**src/rtl/snake_game_ctrl.sv**
```systemverilog
// Game-control stage for the snake game: food placement, per-frame collision evaluation,
// score/size tracking and final pixel colour selection.
module snake_game_ctrl #(
    parameter int unsigned H_ACTIVE  = 640,
    parameter int unsigned V_ACTIVE  = 480,
    parameter int unsigned CELL      = 10,
    parameter int unsigned INIT_SIZE = 3,
    parameter int unsigned MAX_SIZE  = 31,
    parameter logic [15:0] LFSR_SEED = 16'hACE1
) (
    input  logic        clk,
    input  logic        reset,
    input  logic [9:0]  pixel_x,
    input  logic [9:0]  pixel_y,
    input  logic        video_on,
    input  logic        frame_tick,
    input  logic        start,
    input  logic        snake_head,
    input  logic        snake_body,
    output logic [4:0]  size,
    output logic        snake_rst,
    output logic        game_over,
    output logic [7:0]  score,
    output logic        food_eaten,
    output logic [11:0] rgb
);

    typedef enum logic [1:0] {StIdle, StPlay, StOver} state_e;

    localparam logic [5:0] FoodX0 = 6'd40;
    localparam logic [5:0] FoodY0 = 6'd30;

    state_e      state_q, state_d;
    logic [4:0]  size_q, size_d;
    logic [7:0]  score_q, score_d;
    logic        food_eaten_q, food_eaten_d;
    logic        snake_rst_q, snake_rst_d;
    logic        game_over_q, game_over_d;
    logic [11:0] rgb_q, rgb_d;
    logic [5:0]  cx_q, cx_d, cy_q, cy_d;
    logic [15:0] lfsr_q, lfsr_d;
    logic        hit_food_q, hit_food_d;
    logic        hit_body_q, hit_body_d;
    logic        hit_wall_q, hit_wall_d;
    logic [9:0]  pix_x_q, pix_y_q;
    logic        von_q;
    logic        start_q;

    logic        start_rise;
    logic [9:0]  food_x0, food_y0;
    logic        food_px, border;
    logic [5:0]  new_cx;
    logic        is_over;

    always_comb begin
        start_rise = start & ~start_q;
        food_x0    = 10'(cx_q) * 10'(CELL);
        food_y0    = 10'(cy_q) * 10'(CELL);
        // Strict bounds on both sides match the generator's square rendering.
        food_px    = (pix_x_q > food_x0) && (pix_x_q < food_x0 + 10'(CELL)) &&
                     (pix_y_q > food_y0) && (pix_y_q < food_y0 + 10'(CELL));
        border     = (pix_x_q < 10'(CELL)) || (pix_x_q >= 10'(H_ACTIVE - CELL)) ||
                     (pix_y_q < 10'(CELL)) || (pix_y_q >= 10'(V_ACTIVE - CELL));
        new_cx     = ((lfsr_q[5:0] == 6'd0) || (lfsr_q[5:0] == 6'd63)) ? 6'd32 : lfsr_q[5:0];
        is_over    = (state_q == StOver);
    end

    always_comb begin
        state_d      = state_q;
        size_d       = size_q;
        score_d      = score_q;
        food_eaten_d = 1'b0;
        cx_d         = cx_q;
        cy_d         = cy_q;
        lfsr_d       = {lfsr_q[14:0], lfsr_q[15] ^ lfsr_q[13] ^ lfsr_q[12] ^ lfsr_q[10]};
        hit_food_d   = hit_food_q;
        hit_body_d   = hit_body_q;
        hit_wall_d   = hit_wall_q;

        // Frame-tick cycles fall in blanking, so accumulation there is skipped.
        if (state_q == StPlay && von_q && !frame_tick) begin
            hit_food_d = hit_food_q | (snake_head & food_px);
            hit_body_d = hit_body_q | (snake_head & snake_body);
            hit_wall_d = hit_wall_q | (snake_head & border);
        end

        case (state_q)
            StIdle, StOver: begin
                if (start_rise) begin
                    state_d    = StPlay;
                    size_d     = 5'(INIT_SIZE);
                    score_d    = 8'd0;
                    cx_d       = FoodX0;
                    cy_d       = FoodY0;
                    hit_food_d = 1'b0;
                    hit_body_d = 1'b0;
                    hit_wall_d = 1'b0;
                end
            end
            StPlay: begin
                if (frame_tick) begin
                    hit_food_d = 1'b0;
                    hit_body_d = 1'b0;
                    hit_wall_d = 1'b0;
                    if (hit_wall_q || hit_body_q) begin
                        state_d = StOver;
                    end else if (hit_food_q) begin
                        size_d       = (size_q < 5'(MAX_SIZE)) ? size_q + 5'd1 : size_q;
                        score_d      = (score_q != 8'hFF) ? score_q + 8'd1 : score_q;
                        food_eaten_d = 1'b1;
                        cx_d         = new_cx;
                        cy_d         = {1'b0, lfsr_q[10:6]} + 6'd8;
                    end
                end
            end
            default: state_d = StIdle;
        endcase
    end

    always_comb begin
        snake_rst_d = (state_q != StPlay);
        game_over_d = is_over;
        if (!von_q) begin
            rgb_d = 12'h000;
        end else if (snake_head) begin
            rgb_d = is_over ? 12'hF00 : 12'h0F0;
        end else if (snake_body) begin
            rgb_d = is_over ? 12'hA00 : 12'h0A0;
        end else if (food_px && state_q != StIdle) begin
            rgb_d = 12'hF00;
        end else if (border) begin
            rgb_d = 12'h888;
        end else begin
            rgb_d = is_over ? 12'h400 : 12'h000;
        end
    end

    always_ff @(posedge clk) begin
        if (reset) begin
            state_q      <= StIdle;
            size_q       <= 5'(INIT_SIZE);
            score_q      <= 8'd0;
            food_eaten_q <= 1'b0;
            snake_rst_q  <= 1'b1;
            game_over_q  <= 1'b0;
            rgb_q        <= 12'h000;
            cx_q         <= FoodX0;
            cy_q         <= FoodY0;
            lfsr_q       <= LFSR_SEED;
            hit_food_q   <= 1'b0;
            hit_body_q   <= 1'b0;
            hit_wall_q   <= 1'b0;
            pix_x_q      <= 10'd0;
            pix_y_q      <= 10'd0;
            von_q        <= 1'b0;
            start_q      <= 1'b0;
        end else begin
            state_q      <= state_d;
            size_q       <= size_d;
            score_q      <= score_d;
            food_eaten_q <= food_eaten_d;
            snake_rst_q  <= snake_rst_d;
            game_over_q  <= game_over_d;
            rgb_q        <= rgb_d;
            cx_q         <= cx_d;
            cy_q         <= cy_d;
            lfsr_q       <= lfsr_d;
            hit_food_q   <= hit_food_d;
            hit_body_q   <= hit_body_d;
            hit_wall_q   <= hit_wall_d;
            pix_x_q      <= pixel_x;
            pix_y_q      <= pixel_y;
            von_q        <= video_on;
            start_q      <= start;
        end
    end

    assign size       = size_q;
    assign snake_rst  = snake_rst_q;
    assign game_over  = game_over_q;
    assign score      = score_q;
    assign food_eaten = food_eaten_q;
    assign rgb        = rgb_q;

endmodule

```
**config.mk**
```make
export PLATFORM = sky130hd
export DESIGN_NAME = snake_game_ctrl
export DESIGN_NICKNAME = d
export VERILOG_FILES = /design/src/rtl/snake_game_ctrl.sv
export SDC_FILE = /design/constraint.sdc
export NUM_CORES = 1
export LEC_CHECK = 0
export BUFFER_PORTS_ARGS = -buffer_cell sky130_fd_sc_hd__buf_2
export CORE_ASPECT_RATIO = 1.2
export CORE_MARGIN = 2
export CORE_UTILIZATION = 45
export DETAILED_ROUTE_END_ITERATION = 10
export MAX_ROUTING_LAYER = met4
export PLACE_DENSITY = 0.61
export SLEW_MARGIN = 20
export SYNTH_ARGS = -nofsm -noshare
export SYNTH_HDL_FRONTEND = slang
export SYNTH_SLANG_ARGS = --single-unit
```
**constraint.sdc**
```tcl
create_clock -name clk -period 9.7 [get_ports clk]
set_clock_uncertainty 0.1 [all_clocks]
set_input_delay 0.97 -clock clk [delete_from_list [all_inputs] [get_ports clk]]
set_output_delay 0.97 -clock clk [all_outputs]
set_load 0.05 [all_outputs]
```
==> flow_summary.yaml <==
status:
  outcome: "completed"
synth:
  syn_area_per_cell_sq_um: 9.19
  syn_inst: 466
  synth-edff-count: 0
  yosysSeqAreaShare_pct: 36.9
  async_flop_share_pct: 0
  synth-seq-cells: 79
  synthFlopType: "dfxtp_1"
  yosys-top-cells-area: "dfxtp_1 37%, ha_1 16%, nor2b_1 5.3%"
  yosysMostFrequentCell: "dfxtp_1"
  yosysTopAreaCellShare_pct: 36.9
  ys_warn_count: 0
  synth_top_cells_by_count: "79 x dfxtp_1, 56 x ha_1, 40 x nor2_1"
  syn-cell-area_sq_mm: 0.00428
  synth_largest_area_cell: "dfxtp_1"
  yosysUniqueCellTypes: 52
layout:
  drive_gt1_share_pct: 15.9
  nNetsFinal: 602
  area_growth_syn_to_layout_pct: 15.4
  n_fill_cell: 900
  antenna_cells: 0
hold_path:
  min_from: "lfsr_q[14]$_SDFF_PP0_"
  hold_path_depth: 1
  hold_end: "lfsr_q[15]$_SDFF_PP1_"
  min_path_type: "reg2reg"
timing:
  post-route-period-util_pct: 44.4
  whs_ps: 315
  setup-tns-final_ps: 0
  slew_headroom_pct: 48.7
  fmax_mhz: 232
  drv_slew: 0
  setup_violations: 0
  worstMarginPinSlew_ps: 768
  rsz0062_at_grt: "false"
  hold_viol: 0
  min_period_ps: 4300
die:
  die_h_microns: 111
  initial_core_util_pct: 45.7
  die-area_sq_mm: 0.0103
  num_rows: 39
  ios: 55
  core_area_sq_mm: 0.00937
  dieWidth_microns: 93.0
setup_path:
  rr_startpoint: "cy_q[1]$_SDFFE_PP1P_"
  crit_arrival_ps: 4440
  r2r_setup_slack_ps: 5400
  reg2reg_depth: 16
  critPathMaxFanout: 5
  required_ps: 9840
  worstSetupPathType: "reg2reg"
  start_kind: "register"
  reg2reg_to: "rgb[10]$_SDFF_PP0_"
  cp-end-kind: "register"
routing:
  drt_iter0_markers: 89
  ant_nets: 0
  dr.pass1.iters: 6
  wl_per_cell_microns: 13.5
  wl_microns: 8710
  viasPerCell: 5.14
  drc: 0
  vias: 3309
global_routing:
  antenna_found_initial: 0
  grt_pass1_vias: 3147
  grt_pass1_wl_microns: 14600
  grt.overflow.total: 0
  grt_max_degree: 55
  grt_usage_pct: 18.0
flow_run:
  maxCapViolations: 0
cts:
  htree_levels: 3
  cts.sinks: 79
  cts_tree: "yes"
  path_clk_slew_ps: 60
  holdBufCountCts: 0
  cts-resized-gates: 0
  post-cts-setup-buffer-count: 0
  insertion_delay_ps: 330
  cts_buffers: 9
  clockRootBuffer: "clkbuf_16"
  cts.path.max_buffers: 2
power_and_ir_drop:
  cellPowerDensity_mw_per_mm2: 160
  p_leak_nw: 2.23
  irDropWorstVdd_v: 0.0000893
placed_design:
  hpwl_microns: 6690
  portBuffers: 51
  gp_congestion: 0.896
worst max path at each step:
stage / depth (start not counted) / slack, ps / endpoint / start
2_1_floorplan: 16 / 5850 / hit_food_q$_SDFF_PP0_ / cy_q[1]$_SDFFE_PP1P_
3_3_place_gp: 16 / 5580 / rgb[8]$_SDFF_PP0_ / cy_q[1]$_SDFFE_PP1P_
3_5_place_dp: 16 / 5430 / rgb[10]$_SDFF_PP0_ / cy_q[1]$_SDFFE_PP1P_
4_1_cts: 16 / 5410 / rgb[10]$_SDFF_PP0_ / cy_q[1]$_SDFFE_PP1P_
5_1_grt: 16 / 5100 / rgb[10]$_SDFF_PP0_ / cy_q[1]$_SDFFE_PP1P_
6_report: 16 / 5400 / rgb[10]$_SDFF_PP0_ / cy_q[1]$_SDFFE_PP1P_
cells in the final DEF (no fill, tap or decap), types with 14 or more instances in the layout:
cell	netlist	layout
ha_1	56	56
nand2_1	16	16
buf_2	1	51
inv_1	27	27
dfxtp_1	79	79
nor2_1	40	40
nor3_1	14	14
a21oi_1	25	25
nor2b_1	36	36
xnor2_1	21	21
nand3_1	15	15
o21ai_0	19	19
kinds of logic (layout without fill, tap and decap cells):
family	after synthesis	after routing	share of synthesized area, %
buffers and inverters	41	94	4.06
AND/OR/NAND/NOR	166	166	21.0
adder cells (fa/ha/maj)	59	59	17.5
XOR/XNOR	31	31	6.52
flip-flops	79	79	36.9
multiplexers	2	2	0.468
AO/OA/AOI/OAI	87	87	13.4
other	1	3	0.0876
per-layer routing:
layer	global-route usage (%)	vias up	share of wire [%]
met3	4.01	18	3.4
met2	27.9	55	46
met5	-	-	0
met4	8.33	0	3.1
li1	-	1714	-
met1	22.4	1522	48
layout make-up:
cell class,count,area [sq um],area share [%]
inverters,27,101,2.05
clock inverters,4,55.1,1.11
repair buffers,52,263,5.32
flip-flops and latches,79,1580,32.0
well taps,123,154,3.11
multi-input cells,348,2530,51.3
clock buffers,11,253,5.12
through the flow:
step	util, %	power [mW]	worst slack [ps]	instances	cell area [sq um]
6_report	52.7	0.793	5400	644	4940
5_1_grt	52.7	0.832	5100	644	4940
4_1_cts	52.7	0.802	5410	644	4940
3_5_place_dp	49.5	0.457	5430	629	4630
3_3_place_gp	49.5	0.455	5580	629	4630
2_1_floorplan	-	0.431	5850	468	4290
power breakdown:
group          switching (mW)  internal, mW
Sequential             0.0120         0.338
Combinational          0.0592        0.0407
Clock                   0.130         0.213
Total                   0.202         0.591
registers in the layout (all words and copies together), names as in the netlist, 2 cells and up:
name	count
pix_x_q	10
state_q	2
pix_y_q	10
lfsr_q	16
size	5
rgb	8
score	8
cx_q	6
cy_q	6
critical path, stage by stage (launching register included):
cell and delay [ps]:
dfxtp_1 400, ha_1 260, ha_1 220, fa_1 410, xor2_1 270, inv_1 90, nor3_1 290, nand3_1 120
and2_1 180, ha_1 290, a211o_1 290, a21oi_1 130, o41ai_1 100, a311oi_1 260, o211ai_1 220, or2_1 300
o31ai_1 260
Power figures use the tool's default switching activity.
